## src/rtl/counter_seq_pkg.sv

```systemverilog
// Shared types for the counter sequencer: FSM states, decoded operations and the default width.
package counter_seq_pkg;

    localparam int DEFAULT_WIDTH = 8;

    typedef enum logic [2:0] {
        IDLE,
        CLR,
        LOAD,
        INC1,
        INC2,
        HALT
    } state_e;

    typedef enum logic [2:0] {
        OP_NONE,
        OP_HALT,
        OP_CLR,
        OP_JUMP,
        OP_SKIP,
        OP_STEP
    } op_e;

endpackage

```

## src/rtl/counter_sequencer_if.sv

```systemverilog
// Request and counter-control bundle between decode logic, the sequencer and the counter.
interface counter_sequencer_if #(parameter int WIDTH = 8);

    logic             clear_req;
    logic             jump_req;
    logic [WIDTH-1:0] jump_addr;
    logic             skip_req;
    logic             step_req;
    logic             halt_req;
    logic             resume;
    logic [WIDTH-1:0] cnt_q;
    logic             cnt_reset;
    logic             cnt_load;
    logic             cnt_ce;
    logic [WIDTH-1:0] cnt_preset;
    logic             busy;
    logic             done;
    logic             halted;

    // Control path and counter side: issues requests, supplies the counter value.
    modport master (
        output clear_req, jump_req, jump_addr, skip_req, step_req, halt_req, resume, cnt_q,
        input  cnt_reset, cnt_load, cnt_ce, cnt_preset, busy, done, halted
    );

    modport slave (
        input  clear_req, jump_req, jump_addr, skip_req, step_req, halt_req, resume, cnt_q,
        output cnt_reset, cnt_load, cnt_ce, cnt_preset, busy, done, halted
    );

endinterface

```

## src/rtl/counter_seq_prio.sv

```systemverilog
// Fixed-priority request encoder: halt > clear > jump > skip > step.
module counter_seq_prio
    import counter_seq_pkg::*;
(
    input  logic halt_req,
    input  logic clear_req,
    input  logic jump_req,
    input  logic skip_req,
    input  logic step_req,
    output op_e  op
);

    always_comb begin
        op = OP_NONE;
        if (halt_req)       op = OP_HALT;
        else if (clear_req) op = OP_CLR;
        else if (jump_req)  op = OP_JUMP;
        else if (skip_req)  op = OP_SKIP;
        else if (step_req)  op = OP_STEP;
    end

endmodule

```

## src/rtl/counter_sequencer.sv

```systemverilog
// Sequences reset/load/count-enable of an up-counter from single-cycle requests, with halt/resume.
// Optional wrap trap (halt after an increment from all ones) enabled by COUNTER_SEQUENCER_WRAP_TRAP_EN.
module counter_sequencer
    import counter_seq_pkg::*;
#(
    parameter int WIDTH = DEFAULT_WIDTH
) (
    input  logic                 clk,
    input  logic                 reset_n,
    counter_sequencer_if.slave   bus
`ifdef COUNTER_SEQUENCER_WRAP_TRAP_EN
    ,
    output logic                 wrap_trap
`endif
);

    state_e           state;
    op_e              op;
    logic             skip_flag;
    logic             halt_pend;
    logic             cnt_reset;
    logic             cnt_load;
    logic             cnt_ce;
    logic [WIDTH-1:0] cnt_preset;
    logic             busy;
    logic             done;
    logic             halted;
`ifdef COUNTER_SEQUENCER_WRAP_TRAP_EN
    logic             wrap_flag;
`endif

    counter_seq_prio u_prio (
        .halt_req  (bus.halt_req),
        .clear_req (bus.clear_req),
        .jump_req  (bus.jump_req),
        .skip_req  (bus.skip_req),
        .step_req  (bus.step_req),
        .op        (op)
    );

    // Outputs are loaded with the values belonging to the state being entered.
    // A halt seen mid-operation (or a wrap) is parked in halt_pend and taken
    // from the IDLE cycle that carries the done pulse.
    always_ff @(posedge clk or negedge reset_n) begin
        if (!reset_n) begin
            state      <= IDLE;
            skip_flag  <= 1'b0;
            halt_pend  <= 1'b0;
            cnt_reset  <= 1'b1;
            cnt_load   <= 1'b0;
            cnt_ce     <= 1'b0;
            cnt_preset <= '0;
            busy       <= 1'b0;
            done       <= 1'b0;
            halted     <= 1'b0;
`ifdef COUNTER_SEQUENCER_WRAP_TRAP_EN
            wrap_flag  <= 1'b0;
            wrap_trap  <= 1'b0;
`endif
        end else begin
            cnt_reset <= 1'b0;
            cnt_load  <= 1'b0;
            cnt_ce    <= 1'b0;
            done      <= 1'b0;
            case (state)
                IDLE: begin
                    if (halt_pend) begin
                        state     <= HALT;
                        halted    <= 1'b1;
                        halt_pend <= 1'b0;
`ifdef COUNTER_SEQUENCER_WRAP_TRAP_EN
                        wrap_trap <= wrap_flag;
                        wrap_flag <= 1'b0;
`endif
                    end else begin
                        case (op)
                            OP_HALT: begin
                                state  <= HALT;
                                halted <= 1'b1;
                            end
                            OP_CLR: begin
                                state     <= CLR;
                                cnt_reset <= 1'b1;
                                busy      <= 1'b1;
                            end
                            OP_JUMP: begin
                                state      <= LOAD;
                                cnt_load   <= 1'b1;
                                cnt_preset <= bus.jump_addr;
                                busy       <= 1'b1;
                            end
                            OP_SKIP: begin
                                state     <= INC1;
                                cnt_ce    <= 1'b1;
                                skip_flag <= 1'b1;
                                busy      <= 1'b1;
                            end
                            OP_STEP: begin
                                state     <= INC1;
                                cnt_ce    <= 1'b1;
                                skip_flag <= 1'b0;
                                busy      <= 1'b1;
                            end
                            default: ;
                        endcase
                    end
                end
                CLR, LOAD: begin
                    state <= IDLE;
                    busy  <= 1'b0;
                    done  <= 1'b1;
                    if (bus.halt_req) halt_pend <= 1'b1;
                end
                INC1, INC2: begin
                    if (bus.halt_req) halt_pend <= 1'b1;
`ifdef COUNTER_SEQUENCER_WRAP_TRAP_EN
                    if (&bus.cnt_q) begin
                        wrap_flag <= 1'b1;
                        halt_pend <= 1'b1;
                    end
`endif
                    if (state == INC1 && skip_flag) begin
                        state  <= INC2;
                        cnt_ce <= 1'b1;
                    end else begin
                        state <= IDLE;
                        busy  <= 1'b0;
                        done  <= 1'b1;
                    end
                end
                HALT: begin
                    if (bus.resume) begin
                        state  <= IDLE;
                        halted <= 1'b0;
`ifdef COUNTER_SEQUENCER_WRAP_TRAP_EN
                        wrap_trap <= 1'b0;
`endif
                    end
                end
                default: begin
                    state  <= IDLE;
                    busy   <= 1'b0;
                    halted <= 1'b0;
                end
            endcase
        end
    end

    assign bus.cnt_reset  = cnt_reset;
    assign bus.cnt_load   = cnt_load;
    assign bus.cnt_ce     = cnt_ce;
    assign bus.cnt_preset = cnt_preset;
    assign bus.busy       = busy;
    assign bus.done       = done;
    assign bus.halted     = halted;

endmodule

```

## src/flat_wrapper.sv

```systemverilog
// flat-port wrapper written by rule: the top's interface ports become plain ports
module counter_sequencer_flat import counter_seq_pkg::*;
#(
    parameter int WIDTH = DEFAULT_WIDTH
)
  (clk, reset_n, bus_clear_req, bus_jump_req, bus_jump_addr, bus_skip_req, bus_step_req, bus_halt_req, bus_resume, bus_cnt_q, bus_cnt_reset, bus_cnt_load, bus_cnt_ce, bus_cnt_preset, bus_busy, bus_done, bus_halted);
  counter_sequencer_if #(.WIDTH(WIDTH)) bus_i ();
  input  logic clk;
  input  logic reset_n;
  input wire logic [$bits(bus_i.clear_req)-1:0] bus_clear_req;
  input wire logic [$bits(bus_i.jump_req)-1:0] bus_jump_req;
  input wire logic [$bits(bus_i.jump_addr)-1:0] bus_jump_addr;
  input wire logic [$bits(bus_i.skip_req)-1:0] bus_skip_req;
  input wire logic [$bits(bus_i.step_req)-1:0] bus_step_req;
  input wire logic [$bits(bus_i.halt_req)-1:0] bus_halt_req;
  input wire logic [$bits(bus_i.resume)-1:0] bus_resume;
  input wire logic [$bits(bus_i.cnt_q)-1:0] bus_cnt_q;
  output wire logic [$bits(bus_i.cnt_reset)-1:0] bus_cnt_reset;
  output wire logic [$bits(bus_i.cnt_load)-1:0] bus_cnt_load;
  output wire logic [$bits(bus_i.cnt_ce)-1:0] bus_cnt_ce;
  output wire logic [$bits(bus_i.cnt_preset)-1:0] bus_cnt_preset;
  output wire logic [$bits(bus_i.busy)-1:0] bus_busy;
  output wire logic [$bits(bus_i.done)-1:0] bus_done;
  output wire logic [$bits(bus_i.halted)-1:0] bus_halted;
  assign bus_i.clear_req = bus_clear_req;
  assign bus_i.jump_req = bus_jump_req;
  assign bus_i.jump_addr = bus_jump_addr;
  assign bus_i.skip_req = bus_skip_req;
  assign bus_i.step_req = bus_step_req;
  assign bus_i.halt_req = bus_halt_req;
  assign bus_i.resume = bus_resume;
  assign bus_i.cnt_q = bus_cnt_q;
  assign bus_cnt_reset = bus_i.cnt_reset;
  assign bus_cnt_load = bus_i.cnt_load;
  assign bus_cnt_ce = bus_i.cnt_ce;
  assign bus_cnt_preset = bus_i.cnt_preset;
  assign bus_busy = bus_i.busy;
  assign bus_done = bus_i.done;
  assign bus_halted = bus_i.halted;
  counter_sequencer #(.WIDTH(WIDTH)) u_core (.clk(clk), .reset_n(reset_n), .bus(bus_i));
endmodule
```

## config.mk

```make
export PLATFORM = sky130hd
export DESIGN_NAME = counter_sequencer_flat
export DESIGN_NICKNAME = d
export VERILOG_FILES = /design/src/rtl/counter_seq_pkg.sv /design/src/rtl/counter_sequencer_if.sv /design/src/rtl/counter_seq_prio.sv /design/src/rtl/counter_sequencer.sv /design/src/flat_wrapper.sv
export SDC_FILE = /design/constraint.sdc
export NUM_CORES = 1
export LEC_CHECK = 0
export ABC_AREA = 1
export CAP_MARGIN = 20
export CORE_MARGIN = 1
export CORE_UTILIZATION = 34
export DETAILED_ROUTE_END_ITERATION = 12
export GPL_TIMING_DRIVEN = 0
export PLACE_DENSITY = 0.68
export SETUP_SLACK_MARGIN = 0.3
export SYNTH_ARGS = -nofsm -noshare
export SYNTH_HDL_FRONTEND = slang
export SYNTH_SLANG_ARGS = --single-unit
```

## constraint.sdc

```tcl
create_clock -name clk -period 3.2 [get_ports clk]
set_clock_uncertainty 0.05 [all_clocks]
set_input_delay 0.64 -clock clk [delete_from_list [all_inputs] [get_ports clk]]
set_output_delay 0.64 -clock clk [all_outputs]
set_load 0.01 [all_outputs]
```

[Word-level counts from Yosys, hierarchy flattened]
Cells that the tools add are included.
Word-level totals
  register bits after elaboration: 19
Operators by class
  eq/ne operators: 17
  muxes and demuxes: 33
  bitwise logic cells: 3
  reduce and logical (&&, ||, !) cells: 15
Operators by type and width (number)
  3-bit two-way mux: 8
  1-bit two-way mux: 17
  3-bit by 2-bit == test with 1-bit output, second input constant: 4
  3-bit == test, second input constant: 4
  3-bit case mux with 4 select lines: 1
  3-bit case mux with 3 select lines: 1
  3-bit AND reduction: 3
  2-bit inequality test, second input constant: 4
  1-bit case mux with 2 select lines: 4
  4-bit OR reduction: 2
  3-bit by 1-bit == test with 1-bit output, second input constant: 2
  6-bit by 5-bit inequality test with 1-bit output, second input constant: 1
  1-bit case mux with 3 select lines: 2
  2-bit OR reduction: 3
  2-bit AND reduction: 2
  4-bit AND reduction: 1
  2-bit nonzero test: 2
  3-bit logical NOT: 1
  3-bit by 2-bit inequality test with 1-bit output, second input constant: 1
  1-bit NOT: 3
  2-bit by 1-bit inequality test with 1-bit output, second input constant: 1
  1-bit logical AND: 1

[Logic depth before layout (Yosys ltp)]
  depth in word-level cells: 10
  depth in mapped cells: 7
  depth with buffers taken out: 7

[By module]
A second synthesis with hierarchy kept.
Second synthesis, totals
  cells, all modules: 117
  area, all modules: 973.4 sq um
Modules (own cells, without submodules)
  counter_sequencer: times used 1, cells an instance 105, area an instance 925.9 sq um
  counter_seq_prio: times used 1, cells an instance 12, area an instance 47.5 sq um

[Worst setup path after synthesis]
No wires, ideal clock.
  path kind: input-to-reg
  from: input bus_halt_req
  to: register u_core.state[2]
  setup time: 0.117 ns
  arrival: 1.231 ns
  required time: 3.033 ns
  setup slack: 1.802 ns
  stages on the path: 6
  cells stage by stage: nor2_2 -> nand3_1 -> nor2_1 -> nor2_1 -> nand2_1 -> nand2_1
Between the ends
  word-level cells in the longest chain between the ends: 6
  elaborated cells on any way between the ends: 12
  classes of those cells: 6 x eq/ne; 4 x mux; 2 x reduce/logical
Ends and longest elaborated chain
  start: declaration: RTL line flat_wrapper.sv:15  | input wire logic [$bits(bus_i.halt_req)-1:0] bus_halt_req;
  3-bit two-way mux (*): RTL line counter_seq_prio.sv:15  | if (halt_req) op = OP_HALT;
  3-bit == test: RTL line counter_sequencer.sv:76  | case (op)
  2-bit OR reduction (no source line)
  3-bit case mux with 4 select lines: RTL line counter_sequencer.sv:76
  3-bit two-way mux: RTL line counter_sequencer.sv:67  | if (halt_pend) begin
  3-bit case mux with 3 select lines: RTL line counter_sequencer.sv:65  | case (state)
  end signal: assignment: RTL line counter_sequencer.sv:68  | state <= HALT;
  end signal: assignment: RTL line counter_sequencer.sv:78  | state <= HALT;
  end signal: assignment: RTL line counter_sequencer.sv:82  | state <= CLR;
  end: declaration: RTL line counter_sequencer.sv:17  | state_e state;
Every way passes the cells marked *; elsewhere a longest branch is shown, timed or not.
A chain may end at the register's enable or synchronous reset.

[Worst setup path in the final report]
  from: register u_core.cnt_reset, in the netlist u_core.bus.cnt_reset
  to: output bus_cnt_reset
RTL lines
  start: declaration: RTL line counter_sequencer.sv:21  | logic cnt_reset;
  start signal: assignment: RTL line counter_sequencer.sv:49  | cnt_reset <= 1'b1;
  start signal: assignment: RTL line counter_sequencer.sv:61  | cnt_reset <= 1'b0;
  start signal: assignment: RTL line counter_sequencer.sv:83  | cnt_reset <= 1'b1;
  end: declaration: RTL line flat_wrapper.sv:18  | output wire logic [$bits(bus_i.cnt_reset)-1:0] bus_cnt_reset;
No word-level cell between the ends.

==> impl_metrics.json <==
{
  "final.hold.worst_slack_ns": 0.435,
  "worstSkewPairLatency_ns": 0.30,
  "register_area_share_after_synthesis": 0.547,
  "number_of_standard_cells_after_synthesis": 100,
  "cell_chain_critical_path": "clkdlybuf4s50_1",
  "port_buffers": 29,
  "post-route-util": 0.528,
  "numClockSinks": 19,
  "report.final.slew_viol_count": 0,
  "holdCritPathClass": "reg -> reg",
  "path_max_fanout": 1,
  "p_per_area_nw_per_um2": 796,
  "postCtsResizedCells": 0,
  "drive_above_1_share": 0.0977,
  "placement.cell_area_um2": 1200,
  "timing_worst_setup_path_type": "reg -> out",
  "dieHeight_um": 52.6,
  "cpPeakStageDelay_ns": 0.53,
  "ys_ff_latch": 19,
  "htree_levels": 1,
  "critical_path.startpoint_type": "flop",
  "hold_buffers": 0,
  "grt_pass1_vias": 654,
  "row_count": 17,
  "top_level_pins": 38,
  "max_freq_ghz": 0.493,
  "static-leakage-power_uw": 0.000602,
  "post_drt_wl_per_cell_um": 10.2,
  "drtAntennaViolNets": 0,
  "grt_setup_unrepaired": "no",
  "grt_pass1_wl_um": 2820,
  "die_footprint_um2": 2770,
  "crit_required_ns": 2.51,
  "wirelength_um": 1640,
  "critical_path.endpoint_type": "primary output",
  "synthToLayoutAreaGrowth_pct": 40.5,
  "layout.filler_cells": 226,
  "post_synth_instance_area_um2": 872,
  "worst-slew-pin-transition_ns": 0.816,
  "drv.max_cap_violation_count": 0,
  "final.period_utilization": 0.634,
  "vias_after_detailed_routing": 724,
  "critical_path_buf_inv_count": 1,
  "route.detailed.vias_per_inst": 4.50,
  "period_minus_slack_ns": 2.03,
  "final_hold_violating_endpoints": 0,
  "synthesis.area_per_instance_um2": 8.72,
  "ctsLongestPathBuffers": 2,
  "setup_total_negative_slack_ns": 0,
  "path_delay_family": "flip-flops",
  "setup_viol": 0,
  "num-nets-final": 158,
  "synth_cell_type_count": 19,
  "initial_antenna_violation_count": 0,
  "detail_route.first_pass.iterations": 4,
  "place_hpwl_um": 1250,
  "cts-buffers-inserted": 3,
  "ctsRootBufferMaster": "sky130_fd_sc_hd__clkbuf_4",
  "clock_tree_from_tritoncts": "built",
  "core_area_um2": 2320,
  "detail_route.iter0.violations": 7,
  "grt_usage": 0.142,
  "synthesis.yosys.warnings": 0,
  "placer_s_final_routability_congestion_estimate": 0.792,
  "number_of_nets_produced_by_synthesis": 124,
  "antenna_cells": 0,
  "maxSlewHeadroom": 0.455,
  "grt_overflow_total": 0,
  "initial_core_util": 0.376,
  "path_clk_slew_ns": 0.12,
  "detail_route.drc_violations": 0,
  "peakVddDrop_uv": 426,
  "slowest_stage": "sky130_fd_sc_hd__dfstp_2",
  "width_of_the_die_um": 52.6,
  "arrival_time_of_data_at_the_critical_path_endpoint_ns": 1.34,
  "cts_setup_buffers": 0,
  "outcome": "completed",
  "grt_start_max_net_pins": 20,
  "postLayoutCellArea_um2": 1220
}
-- through the flow --
stage               setup slack (ns)  power (uW)  instances
finish                          1.17         975        161
global route                    1.11        1050        161
CTS                             1.16         985        161
detailed placement              1.21         860        157
global placement                1.22         853        157
floorplan                       1.80         654        100
-- cell usage after synthesis --
library cell | n | area share
sky130_fd_sc_hd__nor3_1 | 1 | 0.0057
sky130_fd_sc_hd__nand3_1 | 4 | 0.023
sky130_fd_sc_hd__nand2_1 | 41 | 0.18
sky130_fd_sc_hd__nor2_8 | 2 | 0.046
sky130_fd_sc_hd__dfrtp_1 | 18 | 0.52
sky130_fd_sc_hd__dfstp_2 | 1 | 0.030
sky130_fd_sc_hd__a211oi_1 | 1 | 0.0086
sky130_fd_sc_hd__nor2_1 | 12 | 0.052
sky130_fd_sc_hd__a21oi_1 | 1 | 0.0057
sky130_fd_sc_hd__nor2_2 | 2 | 0.014
sky130_fd_sc_hd__o21ai_1 | 1 | 0.0057
sky130_fd_sc_hd__nand4_4 | 1 | 0.024
sky130_fd_sc_hd__nand2_4 | 1 | 0.013
sky130_fd_sc_hd__inv_1 | 8 | 0.034
sky130_fd_sc_hd__nand3_2 | 1 | 0.011
sky130_fd_sc_hd__nand3b_1 | 1 | 0.0086
sky130_fd_sc_hd__o21ai_0 | 2 | 0.011
sky130_fd_sc_hd__inv_2 | 1 | 0.0043
sky130_fd_sc_hd__o21a_1 | 1 | 0.0086
-- sequential cells by signal (all words and copies together) (netlist names) --
register,flops
u_core.bus.busy,1
u_core.bus.cnt_ce,1
u_core.bus.cnt_load,1
u_core.bus.cnt_preset,8
u_core.bus.cnt_reset,1
u_core.bus.done,1
u_core.bus.halted,1
u_core.halt_pend,1
u_core.skip_flag,1
u_core.state,3
-- area by class of cell --
class                      count  area [um^2]  share of cell area
clock inverter                 1         5.00             0.00409
inverter                       9         33.8              0.0276
sequential                    19          477               0.389
clock buffer                   3         22.5              0.0184
timing repair buffer          29          290               0.237
tap                           28         35.0              0.0286
multi-input combinational     72          362               0.295
-- layout by cell type (no fill, tap or decap), types with 2 or more instances in the layout --
| master | synthesis | layout |
|---|---|---|
| sky130_fd_sc_hd__nand3_1 | 4 | 4 |
| sky130_fd_sc_hd__inv_1 | 8 | 8 |
| sky130_fd_sc_hd__nand2_1 | 41 | 41 |
| sky130_fd_sc_hd__nor2_1 | 12 | 12 |
| sky130_fd_sc_hd__nor2_8 | 2 | 2 |
| sky130_fd_sc_hd__clkdlybuf4s50_1 | 0 | 29 |
| sky130_fd_sc_hd__dfrtp_1 | 18 | 18 |
| sky130_fd_sc_hd__clkbuf_4 | 0 | 3 |
| sky130_fd_sc_hd__nor2_2 | 2 | 2 |
| sky130_fd_sc_hd__o21ai_0 | 2 | 2 |
-- metal layers --
metal	vias up	part of all wire	global-route usage
met5	-	0	0
met4	0	0.013	0.0526
met3	3	0.067	0.0377
met2	24	0.48	0.230
met1	323	0.44	0.180
li1	374	-	-
-- where the power goes --
group          switching [uW]  leakage [uW]  total, uW  internal (uW)
clock                    78.1     0.0000177        125           46.6
combinational             228      0.000349        450            222
sequential               62.5      0.000236        401            338
total                     369      0.000602        975            606
-- path summary, 6_finish.rpt --
check / from / to / slack, ns / cells after the start
min in group asynchronous: reset_n / u_core.bus.busy$_DFFE_PN0P_ / 0.74 / 1
worst min register to register: u_core.bus.busy$_DFFE_PN0P_ / u_core.bus.busy$_DFFE_PN0P_ / 0.44 / 2
worst max-delay path: u_core.bus.cnt_reset$_DFF_PN1_ / bus_cnt_reset / 1.17 / 1
worst max register to register: u_core.state[1]$_DFFE_PN0P_ / u_core.bus.cnt_preset[5]$_DFFE_PN0P_ / 1.86 / 6
max in group asynchronous: reset_n / u_core.bus.cnt_preset[6]$_DFFE_PN0P_ / 1.85 / 1
worst min-delay path: u_core.bus.busy$_DFFE_PN0P_ / u_core.bus.busy$_DFFE_PN0P_ / 0.44 / 2
-- cell families after synthesis --
family / count (synthesis) / share of synthesized area
AO/OA/AOI/OAI: 6 / 0.0402
flip-flops: 19 / 0.547
AND/OR/NAND/NOR: 66 / 0.374
buffers and inverters: 9 / 0.0387
-- tightest hold or removal path, cell delays in order (launching register included) --
cell	delay, ns
sky130_fd_sc_hd__dfrtp_1	0.36
sky130_fd_sc_hd__nand2_1	0.05
sky130_fd_sc_hd__nand2_1	0.05
(Power assumes the default switching activity.)
